$ cat config.mk
export PLATFORM = sky130hd
export DESIGN_NAME = seg7_scan_display
export DESIGN_NICKNAME = d
export VERILOG_FILES = /design/src/rtl/seg7_pkg.sv /design/src/rtl/bin2bcd_seq.sv /design/src/rtl/seg7_scan_display.sv
export SDC_FILE = /design/constraint.sdc
export NUM_CORES = 1
export LEC_CHECK = 0
export CAP_MARGIN = 10
export CORE_MARGIN = 10
export CORE_UTILIZATION = 58
export DETAILED_ROUTE_END_ITERATION = 12
export GPL_TIMING_DRIVEN = 1
export PLACE_DENSITY_LB_ADDON = 0.3
export SLEW_MARGIN = 20
export SYNTH_ARGS = -nofsm -noshare
export SYNTH_HDL_FRONTEND = slang
export SYNTH_SLANG_ARGS = --single-unit
$ cat constraint.sdc
create_clock -name clock -period 2.4 [get_ports clock]
set_clock_uncertainty 0.2 [all_clocks]
set_input_delay 0.24 -clock clock [delete_from_list [all_inputs] [get_ports clock]]
set_output_delay 0.24 -clock clock [all_outputs]
set_load 0.01 [all_outputs]
$ cat src/rtl/seg7_pkg.sv
// Shared 7-segment constants and helpers for display blocks.
package seg7_pkg;

    // Active-high segment codes, bit order gfedcba.
    localparam logic [6:0] SEG_CODE [0:9] = '{
        7'b0111111, 7'b0000110, 7'b1011011, 7'b1001111, 7'b1100110,
        7'b1101101, 7'b1111101, 7'b0000111, 7'b1111111, 7'b1101111
    };
    localparam logic [6:0] SEG_DASH  = 7'b1000000;
    localparam logic [6:0] SEG_BLANK = 7'b0000000;

    // Decimal nibble to active-high segments; non-decimal nibbles are blank.
    function automatic logic [6:0] seg7_decode(input logic [3:0] nibble);
        logic [6:0] code;
        code = SEG_BLANK;
        for (int unsigned k = 0; k < 10; k++) begin
            if (nibble == 4'(k)) code = SEG_CODE[k];
        end
        return code;
    endfunction

    // 10**e in 64 bits, for elaboration-time limits.
    function automatic longint unsigned pow10(input int unsigned e);
        longint unsigned r;
        r = 64'd1;
        for (int unsigned k = 0; k < e; k++) r = r * 64'd10;
        return r;
    endfunction

endpackage

$ cat src/rtl/bin2bcd_seq.sv
// Sequential double-dabble binary-to-BCD converter, one bit per cycle.
module bin2bcd_seq
    import seg7_pkg::*;
#(
    parameter int IN_WIDTH   = 14,
    parameter int NUM_DIGITS = 4
) (
    input  logic                      clock,
    input  logic                      reset,
    input  logic                      start,
    input  logic [IN_WIDTH-1:0]       value,
    output logic                      busy,
    output logic                      done,
    output logic [4*NUM_DIGITS-1:0]   bcd
);

    localparam int BCD_W = 4 * NUM_DIGITS;
    localparam int SR_W  = BCD_W + IN_WIDTH;
    localparam int CNT_W = $clog2(IN_WIDTH + 1);

    localparam logic [1:0] ST_IDLE  = 2'd0;
    localparam logic [1:0] ST_SHIFT = 2'd1;
    localparam logic [1:0] ST_DONE  = 2'd2;

    logic [1:0]       state;
    logic [CNT_W-1:0] shift_cnt;
    logic [SR_W-1:0]  shift_reg;   // {bcd, remaining binary}
    logic [BCD_W-1:0] bcd_adj;
    logic [SR_W-1:0]  shift_next;

    // Add-3 correction on every nibble >= 5, then shift the whole register left by one.
    always_comb begin
        bcd_adj = shift_reg[SR_W-1:IN_WIDTH];
        for (int unsigned k = 0; k < NUM_DIGITS; k++) begin
            if (bcd_adj[4*k +: 4] >= 4'd5) bcd_adj[4*k +: 4] = bcd_adj[4*k +: 4] + 4'd3;
        end
        shift_next = {bcd_adj, shift_reg[IN_WIDTH-1:0]} << 1;
    end

    // IDLE -> SHIFT for IN_WIDTH cycles -> DONE for one cycle -> IDLE.
    always_ff @(posedge clock) begin
        if (reset) begin
            state     <= ST_IDLE;
            shift_cnt <= '0;
            shift_reg <= '0;
        end else begin
            case (state)
                ST_IDLE: begin
                    if (start) begin
                        state     <= ST_SHIFT;
                        shift_cnt <= '0;
                        shift_reg <= {{BCD_W{1'b0}}, value};
                    end
                end
                ST_SHIFT: begin
                    shift_reg <= shift_next;
                    if (shift_cnt == CNT_W'(IN_WIDTH - 1)) begin
                        state <= ST_DONE;
                    end else begin
                        shift_cnt <= shift_cnt + 1'b1;
                    end
                end
                ST_DONE: state <= ST_IDLE;
                default: state <= ST_IDLE;
            endcase
        end
    end

    assign busy = (state != ST_IDLE);
    assign done = (state == ST_DONE);
    assign bcd  = shift_reg[SR_W-1:IN_WIDTH];

endmodule

$ cat src/rtl/seg7_scan_display.sv
// Multiplexed 7-segment display driver with on-request binary-to-BCD capture.
module seg7_scan_display
    import seg7_pkg::*;
#(
    parameter int NUM_DIGITS       = 4,
    parameter int IN_WIDTH         = 14,
    parameter int REFRESH_DIV      = 100000,
    parameter int ANODE_ACTIVE_LOW = 1,
    parameter int SEG_ACTIVE_LOW   = 1,
    parameter int BLANK_LEADING    = 1,
    localparam int IDX_W = (NUM_DIGITS > 1) ? $clog2(NUM_DIGITS) : 1
) (
    input  logic                  clock,
    input  logic                  reset,
    input  logic [IN_WIDTH-1:0]   num,
    input  logic                  load,
    output logic                  busy,
    output logic                  overflow,
    output logic [NUM_DIGITS-1:0] anodes,
    output logic [6:0]            segments,
    output logic [IDX_W-1:0]      digit_idx
);

    localparam int              BCD_W     = 4 * NUM_DIGITS;
    localparam int              PRE_W     = (REFRESH_DIV > 1) ? $clog2(REFRESH_DIV) : 1;
    localparam longint unsigned OVF_LIMIT = pow10(NUM_DIGITS);
    localparam logic [NUM_DIGITS-1:0] ANODE_MASK = (ANODE_ACTIVE_LOW != 0) ? '1 : '0;
    localparam logic [6:0]            SEG_MASK   = (SEG_ACTIVE_LOW != 0) ? '1 : '0;

    logic                  conv_start;
    logic                  conv_busy;
    logic                  conv_done;
    logic [BCD_W-1:0]      conv_bcd;
    logic                  overflow_pend;
    logic [BCD_W-1:0]      disp_bcd;
    logic                  disp_ovf;
    logic [PRE_W-1:0]      prescaler;
    logic [IDX_W-1:0]      scan_idx;
    logic                  pre_tc;
    logic [NUM_DIGITS-1:0] onehot;
    logic [6:0]            seg_code;

    assign conv_start = load && !conv_busy;
    assign pre_tc     = (prescaler == PRE_W'(REFRESH_DIV - 1));

    bin2bcd_seq #(
        .IN_WIDTH   (IN_WIDTH),
        .NUM_DIGITS (NUM_DIGITS)
    ) u_bin2bcd (
        .clock (clock),
        .reset (reset),
        .start (conv_start),
        .value (num),
        .busy  (conv_busy),
        .done  (conv_done),
        .bcd   (conv_bcd)
    );

    // Latch the overflow verdict alongside the captured value.
    always_ff @(posedge clock) begin
        if (reset) begin
            overflow_pend <= 1'b0;
        end else if (conv_start) begin
            overflow_pend <= (64'(num) >= OVF_LIMIT);
        end
    end

    // Display registers change only on commit, so a partial conversion is never shown.
    always_ff @(posedge clock) begin
        if (reset) begin
            disp_bcd <= '0;
            disp_ovf <= 1'b0;
        end else if (conv_done) begin
            disp_bcd <= conv_bcd;
            disp_ovf <= overflow_pend;
        end
    end

    // Refresh prescaler and digit scan counter.
    always_ff @(posedge clock) begin
        if (reset) begin
            prescaler <= '0;
            scan_idx  <= '0;
        end else if (pre_tc) begin
            prescaler <= '0;
            scan_idx  <= (scan_idx == IDX_W'(NUM_DIGITS - 1)) ? '0 : scan_idx + 1'b1;
        end else begin
            prescaler <= prescaler + 1'b1;
        end
    end

    // Select the scanned digit and resolve dash / leading-zero blank / decimal code.
    // run_zero walks from the top digit down, so it is true while every digit above and
    // including the current one is zero.
    always_comb begin
        logic run_zero;
        logic cur_blank;
        logic [3:0] cur_nib;
        run_zero  = 1'b1;
        cur_blank = 1'b0;
        cur_nib   = '0;
        onehot    = '0;
        for (int unsigned k = 0; k < NUM_DIGITS; k++) begin
            int unsigned i;
            i = NUM_DIGITS - 1 - k;
            run_zero = run_zero && (disp_bcd[4*i +: 4] == 4'd0);
            if (scan_idx == IDX_W'(i)) begin
                cur_nib   = disp_bcd[4*i +: 4];
                cur_blank = (BLANK_LEADING != 0) && (i != 0) && run_zero;
                onehot[i] = 1'b1;
            end
        end
        if (disp_ovf) begin
            seg_code = SEG_DASH;
        end else if (cur_blank) begin
            seg_code = SEG_BLANK;
        end else begin
            seg_code = seg7_decode(cur_nib);
        end
    end

    // Registered pin drive with polarity applied last.
    always_ff @(posedge clock) begin
        if (reset) begin
            anodes    <= NUM_DIGITS'(1) ^ ANODE_MASK;
            segments  <= SEG_CODE[0] ^ SEG_MASK;
            digit_idx <= '0;
        end else begin
            anodes    <= onehot ^ ANODE_MASK;
            segments  <= seg_code ^ SEG_MASK;
            digit_idx <= scan_idx;
        end
    end

    assign busy     = conv_busy;
    assign overflow = disp_ovf;

endmodule

== Word-level counts from Yosys, hierarchy flattened ==
Index checks and enable logic that the tools add are counted.
Word-level totals
  input port bits: 17
  register bits after elaboration: 86
  output and inout bits: 15
  word-level logic and storage cells: 97
Operators by class
  reduce and logical (&&, ||, !) cells: 16
  bitwise operators: 2
  muxes and demuxes: 37
  equality and inequality tests: 19
  $lt $le $gt $ge: 5
  add/sub/neg operators: 7
Operators by type and width (count)
  $mux W7: 11
  $pmux W30 S2: 1
  $mux W4: 9
  $mux W30: 1
  $add A17 B1 Y17 const B: 1
  $eq A17 B17 Y1 const B: 1
  $eq A4 B3 Y1 const B: 4
  $ge A4 B3 Y1 const B: 4
  $logic_not A4 Y1: 4
  $ge A14 B14 Y1 const B: 1
  $add A4 B2 Y4 const B: 3
  $eq A4 B4 Y1 const B: 3
  $eq A4 B2 Y1 const B: 2
  $mux W1: 8
  $pmux W4 S2: 1
  $not A7 Y7: 1
  $eq A2 B2 Y1 const B: 3
  $mux W2: 3
  $mux W6: 1
  $add A4 B1 Y4 const B: 1
  $eq A2 B1 Y1 const B: 2
  $eq A4 B1 Y1 const B: 1
  $logic_not A2 Y1: 2
  $ne A2 B2 Y1 const B: 2
  12 further kinds: 16

== Depth between registers and ports, before layout ==
Gate-level depths: netlist of the first run.
  depth in word-level cells: 19
  depth in mapped cells: 9
  mapped depth without buffers: 7

== By module ==
A second synthesis of the first run with hierarchy kept.
Second synthesis, totals
  cells, all modules: 498
  area total of the unflattened synthesis: 4399.2 µm²
Modules (own cells, without submodules)
  seg7_scan_display: area each 2311.0 µm², sequential area each 1001.0 µm², instances 1, cells an instance 244
  bin2bcd_seq: area each 2088.3 µm², sequential area each 720.7 µm², instances 1, cells an instance 254

== Worst setup path before layout of the first run ==
Ideal clock, no wire load.
  path type: register to register
  start point: register scan_idx[0]
  end point: register segments[6]
  cell stages (with the launch flop): 9
  data required time: 2077 ps
  data arrival time: 1757 ps
  setup slack: 320 ps
  buffers on the path: 1
  clock period less this slack: 2080 ps
  setup time: 123 ps
  cells stage by stage: dfxtp_1 > inv_1 > ha_1 > buf_4 > a211oi_1 > a221oi_4 > a21oi_2 > o221a_1 > o21bai_1
Between the ends
  cells in the longest elaborated chain, start to end: 17
Ends and longest elaborated chain
  start: declaration: RTL line seg7_scan_display.sv:38  | logic [IDX_W-1:0] scan_idx;
  start signal: assignment: RTL line seg7_scan_display.sv:86  | scan_idx <= (scan_idx == IDX_W'(NUM_DIGITS - 1)) ? '0 : scan_idx + 1'b1;
  $eq A2 B2 Y1: RTL line seg7_scan_display.sv:107  | if (scan_idx == IDX_W'(i)) begin
  $mux W4 (4 in a row): RTL line seg7_scan_display.sv:107
  $eq A4 B2 Y1: RTL line seg7_pkg.sv:17  | if (nibble == 4'(k)) code = SEG_CODE[k];
  $mux W7 (8 in a row): RTL line seg7_pkg.sv:17
  $mux W7 *: RTL line seg7_scan_display.sv:115  | end else if (cur_blank) begin
  $mux W7 *: RTL line seg7_scan_display.sv:113  | if (disp_ovf) begin
  $not A7 Y7 (no source line) *
  end signal: assignment: RTL line seg7_scan_display.sv:126  | segments <= SEG_CODE[0] ^ SEG_MASK;
  end signal: assignment: RTL line seg7_scan_display.sv:130  | segments <= seg_code ^ SEG_MASK;
  end: declaration: RTL line seg7_scan_display.sv:20  | output logic [6:0] segments,
Every way passes the cells marked *; elsewhere a longest branch is shown, timed or not.
A chain may end at the register's enable or synchronous reset.

== Worst setup path in the final report of the first run ==
Ends and elaborated chain as after synthesis.

==> impl_metrics.sql, run 1 <==
INSERT INTO impl_metrics (metric_group, metric, value, unit) VALUES
('critical_path', 'crit_slowest_cell', 'a211oi_1', ''),
('global_routing', 'first_global_vias', '3097', ''),
('global_routing', 'grt_start_max_net_pins', '70', ''),
('logic_synthesis', 'synthFlopType', 'dfxtp_1', ''),
('routing', 'drc', '0', ''),
('global_routing', 'grt.overflow.total', '0', ''),
('critical_path', 'worst-path-buf-inv', '1', ''),
('routing', 'antenna_violating_nets_post_route', '0', ''),
('logic_synthesis', 'synth_seq_cells', '86', ''),
('status', 'status', 'finished, final reports clean', ''),
('global_routing', 'grt_first_pass_wirelength', '14000', 'microns'),
('routing', 'drt_first_iter_violations', '140', ''),
('clock_tree', 'cts_sinks', '86', ''),
('finish', 'fraction_of_layout_cells_with_a_size_suffix_above_1', '0.0959', ''),
('sta', 'max_freq', '434', 'MHz'),
('critical_path', 'critPathTopFamily', 'compound AO/OA/AOI/OAI gates', ''),
('clock_tree', 'tritoncts.num_buffers', '9', ''),
('global_routing', 'grt_antenna_before_repair', '0', ''),
('pwr', 'sw_frac_of_total', '0.229', ''),
('sta', 'maxSlewViolCount', '0', ''),
('die', 'initial_utilization', '0.600', ''),
('critical_path', 'critPathMaxFanout', '10', ''),
('global_routing', 'groute.usage.overall', '0.151', ''),
('clock_tree', 'postCtsHoldBufs', '0', ''),
('die', 'fp-row-count', '30', ''),
('pwr', 'cellLeakagePower', '1.70', 'nW'),
('routing', 'avgViaCountPerCell', '5.49', ''),
('placement', 'dp.final_hpwl', '5680', 'microns'),
('finish', 'nets_final', '538', ''),
('finish', 'n_antenna_cell', '0', ''),
('sta', 'finalHoldViolations', '0', ''),
('sta', 'layout_min_cycle_time', '2.30', 'ns'),
('finish', 'final-seq-area', '0.00172', 'sq mm'),
('sta', 'timing.setup.tns', '0', 'ns'),
('placement', 'place_congestion', '0.836', ''),
('pwr', 'power_frac_clock', '0.402', ''),
('placement', 'placement.setup.worst_slack', '0.0350', 'ns'),
('die', 'die_w', '104', 'microns'),
('logic_synthesis', 'yosys_warnings', '0', ''),
('finish', 'multi_input_area', '0.00216', 'sq mm'),
('pwr', 'power.total', '2.74', 'mW'),
('die', 'floorplan.die.height', '104', 'microns'),
('clock_tree', 'worstSkewPairLatency', '0.36', 'ns'),
('critical_path', 'slowest_delay', '0.52', 'ns'),
('critical_path', 'critical_path.endpoint_type', 'flip-flop', ''),
('logic_synthesis', 'synth.cell_area', '0.00408', 'sq mm'),
('finish', 'num-fill-cells', '545', ''),
('die', 'pin_count', '32', ''),
('routing', 'detailroute.via_count', '3335', ''),
('clock_tree', 'tritoncts', 'built', ''),
('critical_path', 'cp_data_arrival_time', '2.35', 'ns'),
('clock_tree', 'ctsRootBufferMaster', 'clkbuf_8', ''),
('routing', 'drt_pre_antenna_iters', '4', ''),
('sta', 'finalWorstSetupSlack', '0.0954', 'ns'),
('finish', 'layout.core_utilization', '0.690', ''),
('pwr', 'power.net_switching', '0.628', 'mW'),
('placement', 'io_buffers', '31', ''),
('logic_synthesis', 'synth_edf_count', '0', ''),
('sta', 'final.period_utilization', '0.960', ''),
('logic_synthesis', 'synthesis.nets', '511', ''),
('critical_path', 'setup.worst_path.start_class', 'flip-flop', ''),
('pwr', 'combPwrFrac', '0.059', ''),
('pwr', 'power_per_cell_area', '584', 'mW/mm^2'),
('routing', 'postRouteWirelength', '8460', 'microns'),
('sta', 'setup_viol', '0', ''),
('die', 'floorplan.die_area', '0.0108', 'sq mm'),
('sta', 'worst_hold_slack', '0.0452', 'ns'),
('logic_synthesis', 'synth_seq_area_share', '0.422', ''),
('logic_synthesis', 'fraction_of_synthesis_flops_using_an_asynchronous_set_or_reset_pin', '0', ''),
('routing', 'routedWlPerCell', '13.9', 'microns'),
('logic_synthesis', 'synth_cell_types', '58', '');
[what timing repair did]
item | in CTS | in global routing
resized for setup | 0 | 6
buffers inserted | 0 | 3
endpoints found under the setup margin | 0 | 5
[stage by stage]
step | area, sq um | std cells
2_1_floorplan | 4080 | 479
3_3_place_gp | 4420 | 588
3_5_place_dp | 4420 | 588
4_1_cts | 4630 | 604
5_1_grt | 4690 | 607
6_report | 4690 | 607
[kinds of logic (layout without fill, tap and decap cells)]
logic type	count (synthesis)	in the layout	share of synthesized area
compound gates	101	101	0.183
xor+xnor	24	24	0.0516
fa+ha+maj	15	15	0.0461
buf+inv	45	77	0.0537
flops	86	86	0.422
mux	4	4	0.0101
simple gates	204	204	0.233
[layout by cell type, fill, tap and decap left out, types with 2 or more instances in the layout]
cell type | Yosys | final
a21o_1 | 4 | 4
a32oi_1 | 3 | 3
clkbuf_8 | 0 | 9
dfxtp_1 | 86 | 86
xnor2_1 | 17 | 17
nor2b_1 | 4 | 4
a221o_2 | 2 | 2
nor4_1 | 2 | 2
clkdlybuf4s50_1 | 0 | 30
a21oi_1 | 38 | 38
and3_1 | 5 | 5
nor3b_1 | 5 | 5
a211oi_2 | 2 | 3
nand4_1 | 5 | 5
mux2i_1 | 3 | 3
nand2_1 | 74 | 74
nand2b_1 | 11 | 11
o211ai_1 | 3 | 3
nand3_1 | 11 | 11
a311oi_1 | 13 | 13
ha_2 | 0 | 3
nor2_1 | 61 | 61
inv_1 | 17 | 17
nor3_1 | 13 | 13
clkinv_2 | 0 | 2
bufinv_16 | 0 | 2
nand3b_1 | 4 | 4
a22oi_1 | 6 | 6
and2_1 | 2 | 2
o21bai_1 | 2 | 2
xor2_1 | 7 | 7
o21ai_0 | 10 | 10
a221oi_4 | 2 | 2
buf_4 | 2 | 13
ha_1 | 15 | 12
[per-layer routing]
layer  vias to the layer above  GRT usage  wire (microns)  share of wire
met1                      1567      0.185            3920           0.46
met3                        12     0.0310             313          0.037
met4                         0     0.0626             109          0.013
li1                       1709          -               -              -
met2                        47      0.250            4110           0.49
met5                         -          0               0              0
[synth_stat cells, types with 2 or more instances]
| master | instances | area [sq um] |
|---|---|---|
| dfxtp_1 | 86 | 1720 |
| nand2_1 | 74 | 278 |
| nor2_1 | 61 | 229 |
| a21oi_1 | 38 | 190 |
| inv_1 | 17 | 63.8 |
| xnor2_1 | 17 | 149 |
| ha_1 | 15 | 188 |
| a311oi_1 | 13 | 114 |
| clkbuf_1 | 13 | 48.8 |
| nor3_1 | 13 | 65.1 |
| nand2b_1 | 11 | 68.8 |
| nand3_1 | 11 | 55.1 |
| o21ai_0 | 10 | 50.1 |
| buf_2 | 9 | 45.0 |
| xor2_1 | 7 | 61.3 |
| a22oi_1 | 6 | 45.0 |
| and3_1 | 5 | 31.3 |
| nand4_1 | 5 | 31.3 |
| nor3b_1 | 5 | 37.5 |
| a21o_1 | 4 | 30.0 |
| nand3b_1 | 4 | 30.0 |
| nor2b_1 | 4 | 25.0 |
| a32oi_1 | 3 | 26.3 |
| mux2i_1 | 3 | 30.0 |
| o211ai_1 | 3 | 22.5 |
| a211oi_1 | 2 | 15.0 |
| a211oi_2 | 2 | 25.0 |
| a221o_2 | 2 | 22.5 |
| a221oi_4 | 2 | 52.6 |
| and2_1 | 2 | 12.5 |
| buf_4 | 2 | 15.0 |
| buf_6 | 2 | 22.5 |
| nor4_1 | 2 | 12.5 |
| o21bai_1 | 2 | 15.0 |
[area by class of cell]
cell class / instances / share of cell area
Tap cell: 96 / 0.0256
Clock buffer: 10 / 0.0272
Sequential cell: 86 / 0.367
Clock inverter: 6 / 0.0184
Multi-Input combinational cell: 348 / 0.462
Timing Repair Buffer: 44 / 0.0860
Inverter: 17 / 0.0136
[worst register-to-register path: cells and delay by family (launching register included)]
family,cells,cell delay (ns)
adders and majority gates,1,0.28
buffers and inverters,1,0.13
AOI/OAI and AO/OA,5,1.15
DFF,1,0.43
[power groups by stage]
| stage | combinational (mW) | clock, mW | sequential (mW) |
|---|---|---|---|
| 6_report | 0.162 | 1.10 | 1.47 |
| 5_1_grt | 0.182 | 1.16 | 1.48 |
| 4_1_cts | 0.164 | 1.11 | 1.47 |
| 3_5_place_dp | 0.162 | 0 | 1.51 |
| 3_3_place_gp | 0.158 | 0 | 1.51 |
| 2_1_floorplan | 0.108 | 0 | 1.50 |
[worst paths after layout]
path                      from            to  slack [ns]  depth (start not counted)
setup / recovery   scan_idx[0]   segments[6]         0.1                          7
hold reg to reg   prescaler[0]  prescaler[0]        0.25                          1
setup reg to reg   scan_idx[0]   segments[6]         0.1                          7
hold / removal           reset  prescaler[1]        0.05                          3
Power figures use the tool's default switching activity.
==> run 2: changes to the inputs <==
ABC_AREA = 1   (was not set)
==> impl_metrics.sql, run 2 <==
INSERT INTO impl_metrics (metric_group, metric, value, unit) VALUES
('status', 'status', 'finished, final reports clean', ''),
('hold_path', 'hp-class', 'reg2reg', ''),
('routing', 'routedWlPerCell', '12.3', 'microns'),
('global_routing', 'groute.usage.overall', '0.161', ''),
('sta', 'maxSlewViolCount', '0', ''),
('global_routing', 'grt_start_max_net_pins', '36', ''),
('pwr', 'power_per_cell_area', '614', 'mW/mm^2'),
('logic_synthesis', 'synthFlopType', 'dfxtp_1', ''),
('pwr', 'cellLeakagePower', '1.77', 'nW'),
('pwr', 'vdd_ir_drop_max', '429', 'uV'),
('critical_path', 'worst_ep_required_time', '2.43', 'ns'),
('clock_tree', 'worstSkewPairLatency', '0.36', 'ns'),
('sta', 'tightest_slew', '0.682', 'ns'),
('die', 'pin_count', '32', ''),
('routing', 'drt_pre_antenna_iters', '5', ''),
('routing', 'routed-wl-met2', '3960', 'microns'),
('clock_tree', 'path_clk_slew', '0.08', 'ns'),
('sta', 'finalHoldViolations', '0', ''),
('critical_path', 'chain_of_cells_forming_the_critical_path', 'inv_1 > ha_1 > inv_2 > nand2_1 > nand3_1 > nand2_1 > nand2_1 > inv_1 > nor2_1 > nand3_1 > nand3_1 > a21oi_1', ''),
('clock_tree', 'postCtsHoldBufs', '0', ''),
('routing', 'antenna_violating_nets_post_route', '0', ''),
('global_routing', 'grt_antenna_before_repair', '0', ''),
('logic_synthesis', 'synth.cell_area', '0.00398', 'sq mm'),
('finish', 'final-seq-area', '0.00172', 'sq mm'),
('logic_synthesis', 'synth_top_area_frac', '0.433', ''),
('logic_synthesis', 'synth.most_common_cell', 'nand2_1', ''),
('routing', 'top_layer_used', 'met4', ''),
('finish', 'flow.area_growth_from_synthesis', '14.8', '%'),
('finish', 'layout.cells.non_filler', '646', ''),
('finish', 'flip_flop_count_of_the_largest_register_all_copies_and_words_added', '30', ''),
('sta', 'unrepaired_setup_endpoints_after_global_routing', 'no', ''),
('logic_synthesis', 'synthesis.nets', '566', ''),
('clock_tree', 'setup_buffers_after_cts', '0', ''),
('die', 'floorplan.die_area', '0.0106', 'sq mm'),
('placement', 'placed_cell_areas', '0.00434', 'sq mm'),
('routing', 'drc', '0', ''),
('routing', 'postRouteWirelength', '7940', 'microns'),
('sta', 'final.period_utilization', '0.882', ''),
('placement', 'dp.final_hpwl', '5780', 'microns'),
('clock_tree', 'ctsRootBufferMaster', 'clkbuf_8', ''),
('placement', 'io_buffers', '31', ''),
('die', 'initial_utilization', '0.592', ''),
('sta', 'timing.setup.tns', '0', 'ns'),
('routing', 'wirelength_met1', '3460', 'microns'),
('placement', 'placed_cells', '630', ''),
('logic_synthesis', 'syn_inst', '534', ''),
('critical_path', 'worst-path-buf-inv', '3', ''),
('global_routing', 'grt_first_pass_wirelength', '13900', 'microns'),
('logic_synthesis', 'synth_seq_area_share', '0.433', ''),
('finish', 'layout.core_utilization', '0.680', ''),
('finish', 'fraction_of_layout_cells_with_a_size_suffix_above_1', '0.0777', ''),
('critical_path', 'criticalPathCategory', 'reg2reg', ''),
('logic_synthesis', 'syn_area_per_cell', '7.45', 'sq um'),
('logic_synthesis', 'yosys_warnings', '0', ''),
('critical_path', 'cp_data_arrival_time', '2.15', 'ns'),
('logic_synthesis', 'synth_cell_types', '35', ''),
('global_routing', 'first_global_vias', '3351', ''),
('critical_path', 'slowest_delay', '0.36', 'ns'),
('sta', 'layout_min_cycle_time', '2.12', 'ns'),
('routing', 'drt_first_iter_violations', '154', ''),
('finish', 'multi_input_area', '0.00194', 'sq mm'),
('clock_tree', 'tritoncts.num_buffers', '9', ''),
('logic_synthesis', 'fraction_of_synthesis_flops_using_an_asynchronous_set_or_reset_pin', '0', ''),
('die', 'coreArea', '0.00672', 'sq mm'),
('routing', 'wl_met3', '395', 'microns'),
('die', 'floorplan.die.height', '103', 'microns'),
('critical_path', 'critPathMaxFanout', '6', ''),
('critical_path', 'setup.worst_path.start_class', 'flip-flop', ''),
('clock_tree', 'postCtsResizedCells', '0', ''),
('sta', 'finalWorstSetupSlack', '0.282', 'ns'),
('critical_path', 'critical_path.endpoint_type', 'flip-flop', ''),
('routing', 'avgViaCountPerCell', '5.43', ''),
('finish', 'n_antenna_cell', '0', ''),
('clock_tree', 'cts_sinks', '86', ''),
('die', 'die_w', '103', 'microns'),
('sta', 'headroom_to_the_max_slew_limit', '0.545', ''),
('sta', 'max_freq', '472', 'MHz'),
('placement', 'placement.setup.worst_slack', '0.322', 'ns'),
('global_routing', 'grt.overflow.total', '0', ''),
('logic_synthesis', 'synth_edf_count', '0', ''),
('flow_run', 'maxCapViolCount', '0', ''),
('logic_synthesis', 'synthTopCellsByArea', 'dfxtp_1, nand2_1, a21oi_1, o21ai_0, inv_1', ''),
('finish', 'layout.cell_area.non_filler', '0.00457', 'sq mm'),
('logic_synthesis', 'synth_top_cell_by_area', 'dfxtp_1', ''),
('finish', 'nets_final', '593', ''),
('sta', 'worst_hold_slack', '0.253', 'ns'),
('routing', 'detailroute.via_count', '3509', ''),
('pwr', 'power.total', '2.80', 'mW'),
('sta', 'setup_viol', '0', ''),
('die', 'fp-row-count', '30', ''),
('clock_tree', 'tritoncts', 'built', ''),
('finish', 'leading_cell_type_in_the_layout_fill_and_taps_excluded', 'nand2_1', ''),
('finish', 'most_frequent_cells_in_the_layout', 'nand2_1, dfxtp_1, a21oi_1', ''),
('clock_tree', 'clockBufferDepth', '2', ''),
('finish', 'num-fill-cells', '588', ''),
('critical_path', 'critPathTopFamily', 'simple AND/OR/NAND/NOR gates', ''),
('clock_tree', 'clock_tree.htree_level_count', '3', ''),
('logic_synthesis', 'synth_commonest_cells', 'nand2_1, dfxtp_1, a21oi_1', ''),
('logic_synthesis', 'synth_seq_cells', '86', ''),
('critical_path', 'crit_slowest_cell', 'dfxtp_1', ''),
('placement', 'place_congestion', '0.837', '');
[run 2: changes by cell type after synthesis, sizes merged, moves of 11 or more]
cell	previous run	this run
a311oi	13	0
nor2	62	48
inv	17	62
nand3	11	31
o21ai	11	49
a31oi	1	14
nand2b	11	0
nand2	74	109
xnor2	17	1
a21oi	39	59
[run 2: worst paths after layout]
path | start | endpoint | slack (ns) | cells after the start
worst max register to register | scan_idx[0] | segments[0] | 0.28 | 12
worst max-delay path | scan_idx[0] | segments[0] | 0.28 | 12
worst min-delay path | overflow_pend | overflow | 0.25 | 2
worst min register to register | overflow_pend | overflow | 0.25 | 2
[run 2: report_power, final]
part | internal (mW) | switching, mW | total, mW
combinational | 0.0702 | 0.113 | 0.184
sequential | 1.46 | 0.0198 | 1.48
clock | 0.642 | 0.497 | 1.14
[run 2: cells by family (layout without fill, tap and decap cells)]
family / Yosys count / count (layout) / share of synthesized area
and+or+nand+nor: 213 / 213 / 0.247
DFF: 86 / 86 / 0.433
AOI/OAI and AO/OA: 129 / 129 / 0.172
xor gates and xnor gates: 10 / 10 / 0.0220
buffers and inverters: 81 / 113 / 0.0796
adders and majority gates: 15 / 15 / 0.0472
[run 2: area by class of cell]
class | instances | area share
Clock inverter | 5 | 0.0178
Sequential cell | 86 | 0.377
Timing Repair Buffer | 35 | 0.0745
Inverter | 62 | 0.0509
Multi-Input combinational cell | 367 | 0.425
Clock buffer | 11 | 0.0331
Tap cell | 80 | 0.0219
[run 2: worst min-delay path: cells and delay by family (launching register included)]
kind                   cells  cell delay (ns)
AOI/OAI and AO/OA          1             0.05
DFF                        1             0.32
buffers and inverters      1             0.05
[run 2: routing by layer]
metal	global-route usage	vias to the layer above
met4	0.0535	0
met2	0.289	74
li1	-	1807
met3	0.0563	9
met1	0.172	1619
met5	0	-
==> run 3: changes to the inputs <==
CORE_UTILIZATION = 63   (was 58)
DONT_BUFFER_PORTS = 1   (was not set)
==> impl_metrics.sql, run 3 (same netlist as run 2, synthesis figures left out) <==
INSERT INTO impl_metrics (metric_group, metric, value, unit) VALUES
('finish', 'most_frequent_cells_in_the_layout', 'nand2_1, dfxtp_1, a21oi_1', ''),
('die', 'initial_utilization', '0.660', ''),
('finish', 'layout.cell_area.non_filler', '0.00446', 'sq mm'),
('critical_path', 'slowest_delay', '0.37', 'ns'),
('clock_tree', 'clock_tree.htree_level_count', '3', ''),
('sta', 'max_freq', '466', 'MHz'),
('sta', 'finalHoldViolations', '0', ''),
('critical_path', 'r2r-start', 'scan_idx[0]', ''),
('placement', 'io_buffers', '0', ''),
('critical_path', 'chain_of_cells_forming_the_critical_path', 'inv_1 > ha_1 > inv_2 > nand2_1 > nand3_1 > nand2_1 > nand2_1 > inv_1 > nor2_1 > nand2_1 > o211ai_1 > o21ai_0', ''),
('clock_tree', 'worstSkewPairLatency', '0.36', 'ns'),
('die', 'floorplan.die.height', '99.5', 'microns'),
('global_routing', 'grt_antenna_before_repair', '0', ''),
('pwr', 'power_per_cell_area', '633', 'mW/mm^2'),
('placement', 'placed_cells', '595', ''),
('die', 'coreArea', '0.00603', 'sq mm'),
('pwr', 'cellLeakagePower', '1.74', 'nW'),
('finish', 'nets_final', '582', ''),
('finish', 'leading_cell_type_in_the_layout_fill_and_taps_excluded', 'nand2_1', ''),
('critical_path', 'critical_path.endpoint_type', 'flip-flop', ''),
('status', 'status', 'finished, final reports clean', ''),
('critical_path', 'critPathTopFamily', 'simple AND/OR/NAND/NOR gates', ''),
('pwr', 'power.total', '2.82', 'mW'),
('critical_path', 'worst-r2r-setup-slack', '0.25', 'ns'),
('critical_path', 'crit_slowest_cell', 'dfxtp_1', ''),
('sta', 'headroom_to_the_max_slew_limit', '0.689', ''),
('critical_path', 'worst-path-buf-inv', '3', ''),
('finish', 'fraction_of_layout_cells_with_a_size_suffix_above_1', '0.0829', ''),
('sta', 'tightest_slew', '0.467', 'ns'),
('critical_path', 'cp_data_arrival_time', '2.18', 'ns'),
('finish', 'num-fill-cells', '451', ''),
('sta', 'maxSlewViolCount', '0', ''),
('routing', 'drc', '0', ''),
('pwr', 'vdd_ir_drop_max', '591', 'uV'),
('clock_tree', 'tritoncts', 'built', ''),
('sta', 'unrepaired_setup_endpoints_after_global_routing', 'no', ''),
('die', 'floorplan.die_area', '0.00989', 'sq mm'),
('clock_tree', 'clockBufferDepth', '2', ''),
('global_routing', 'grt.overflow.total', '0', ''),
('finish', 'layout.cells.non_filler', '630', ''),
('placement', 'dp.final_hpwl', '5890', 'microns'),
('finish', 'flip_flop_count_of_the_largest_register_all_copies_and_words_added', '30', ''),
('clock_tree', 'ctsRootBufferMaster', 'clkbuf_8', ''),
('global_routing', 'groute.usage.overall', '0.175', ''),
('clock_tree', 'cts_sinks', '86', ''),
('placement', 'placed_cell_areas', '0.00403', 'sq mm'),
('routing', 'avgViaCountPerCell', '5.55', ''),
('critical_path', 'critical-path-top-cell-by-count', 'nand2_1', ''),
('routing', 'drt_first_iter_violations', '151', ''),
('critical_path', 'endpoint', 'segments[6]', ''),
('sta', 'final.period_utilization', '0.894', ''),
('hold_path', 'hp-class', 'reg2reg', ''),
('critical_path', 'worst_ep_required_time', '2.44', 'ns'),
('global_routing', 'first_global_vias', '3436', ''),
('die', 'fp-row-count', '28', ''),
('clock_tree', 'tritoncts.num_buffers', '9', ''),
('global_routing', 'grt_start_max_net_pins', '36', ''),
('critical_path', 'criticalPathCategory', 'reg2reg', ''),
('die', 'die_w', '99.5', 'microns'),
('critical_path', 'setup.worst_path.start_class', 'flip-flop', ''),
('sta', 'worst_hold_slack', '0.253', 'ns'),
('flow_run', 'maxCapViolCount', '0', ''),
('placement', 'place_congestion', '0.901', ''),
('finish', 'n_antenna_cell', '0', ''),
('die', 'pin_count', '32', ''),
('finish', 'flow.area_growth_from_synthesis', '12.1', '%'),
('critical_path', 'critPathMaxFanout', '6', ''),
('clock_tree', 'path_clk_slew', '0.09', 'ns'),
('critical_path', 'critical_path.startpoint', 'scan_idx[0]', ''),
('sta', 'setup_viol', '0', ''),
('critical_path', 'worst_r2r_endpoint', 'segments[6]', ''),
('critical_path', 'timing.critical_path.depth', '12', ''),
('routing', 'antenna_violating_nets_post_route', '0', ''),
('routing', 'detailroute.via_count', '3499', ''),
('sta', 'layout_min_cycle_time', '2.15', 'ns'),
('routing', 'routedWlPerCell', '13.5', 'microns'),
('clock_tree', 'postCtsResizedCells', '0', ''),
('global_routing', 'grt_first_pass_wirelength', '14600', 'microns'),
('routing', 'postRouteWirelength', '8500', 'microns'),
('sta', 'timing.setup.tns', '0', 'ns'),
('critical_path', 'reg2regPathDepth', '12', ''),
('routing', 'drt_pre_antenna_iters', '8', '');
[run 3: through the flow]
| step | setup WS, ns | util |
|---|---|---|
| global placement | 0.479 | 0.668 |
| CTS | 0.295 | 0.740 |
| finish | 0.253 | 0.740 |
| detailed placement | 0.322 | 0.668 |
| floorplan | 0.594 | - |
| global route | 0.0333 | 0.740 |
[run 3: how the worst min path moves through the flow]
stage	endpoint	startpoint	depth (start not counted)	slack (ns)
after floorplan	u_bin2bcd.shift_reg[0]	num[0]	2	0.19
after global placement	u_bin2bcd.shift_reg[17]	reset	1	0.12
after detailed placement	segments[0]	reset	1	0.12
after CTS	prescaler[0]	prescaler[0]	1	0.26
after global routing	overflow	overflow_pend	2	0.29
final	prescaler[0]	prescaler[0]	1	0.25
[run 3: area by class of cell]
class                   instances  area (sq um)  share of cell area
clock buffers                  11           151              0.0340
clock inverters                 5          81.3              0.0182
inverters                      62           233              0.0522
multi-input cells             367          1940               0.435
flip-flops and latches         86          1720               0.386
well taps                      75          93.8              0.0210
repair buffers                 24           238              0.0533
[run 3: metal layers]
layer,vias to the layer above,track usage,routed length [microns]
met2,93,0.304,4170
met5,-,0,0
li1,1791,-,-
met1,1593,0.196,3730
met4,0,0.0805,171
met3,22,0.0443,421
[run 3: repair_timing]
| action | 4_1_cts | 5_1_grt |
|---|---|---|
| setup buffers | 0 | 0 |
| endpoints found under the hold margin | 54 | 0 |
| hold buffers | 19 | 0 |
[run 3: where the power goes]
part	leakage [nW]	switching, mW	total, mW	internal, mW
combinational	0.926	0.115	0.184	0.0692
sequential	0.697	0.0211	1.48	1.46
clock	0.116	0.513	1.16	0.643
total	1.74	0.649	2.82	2.17
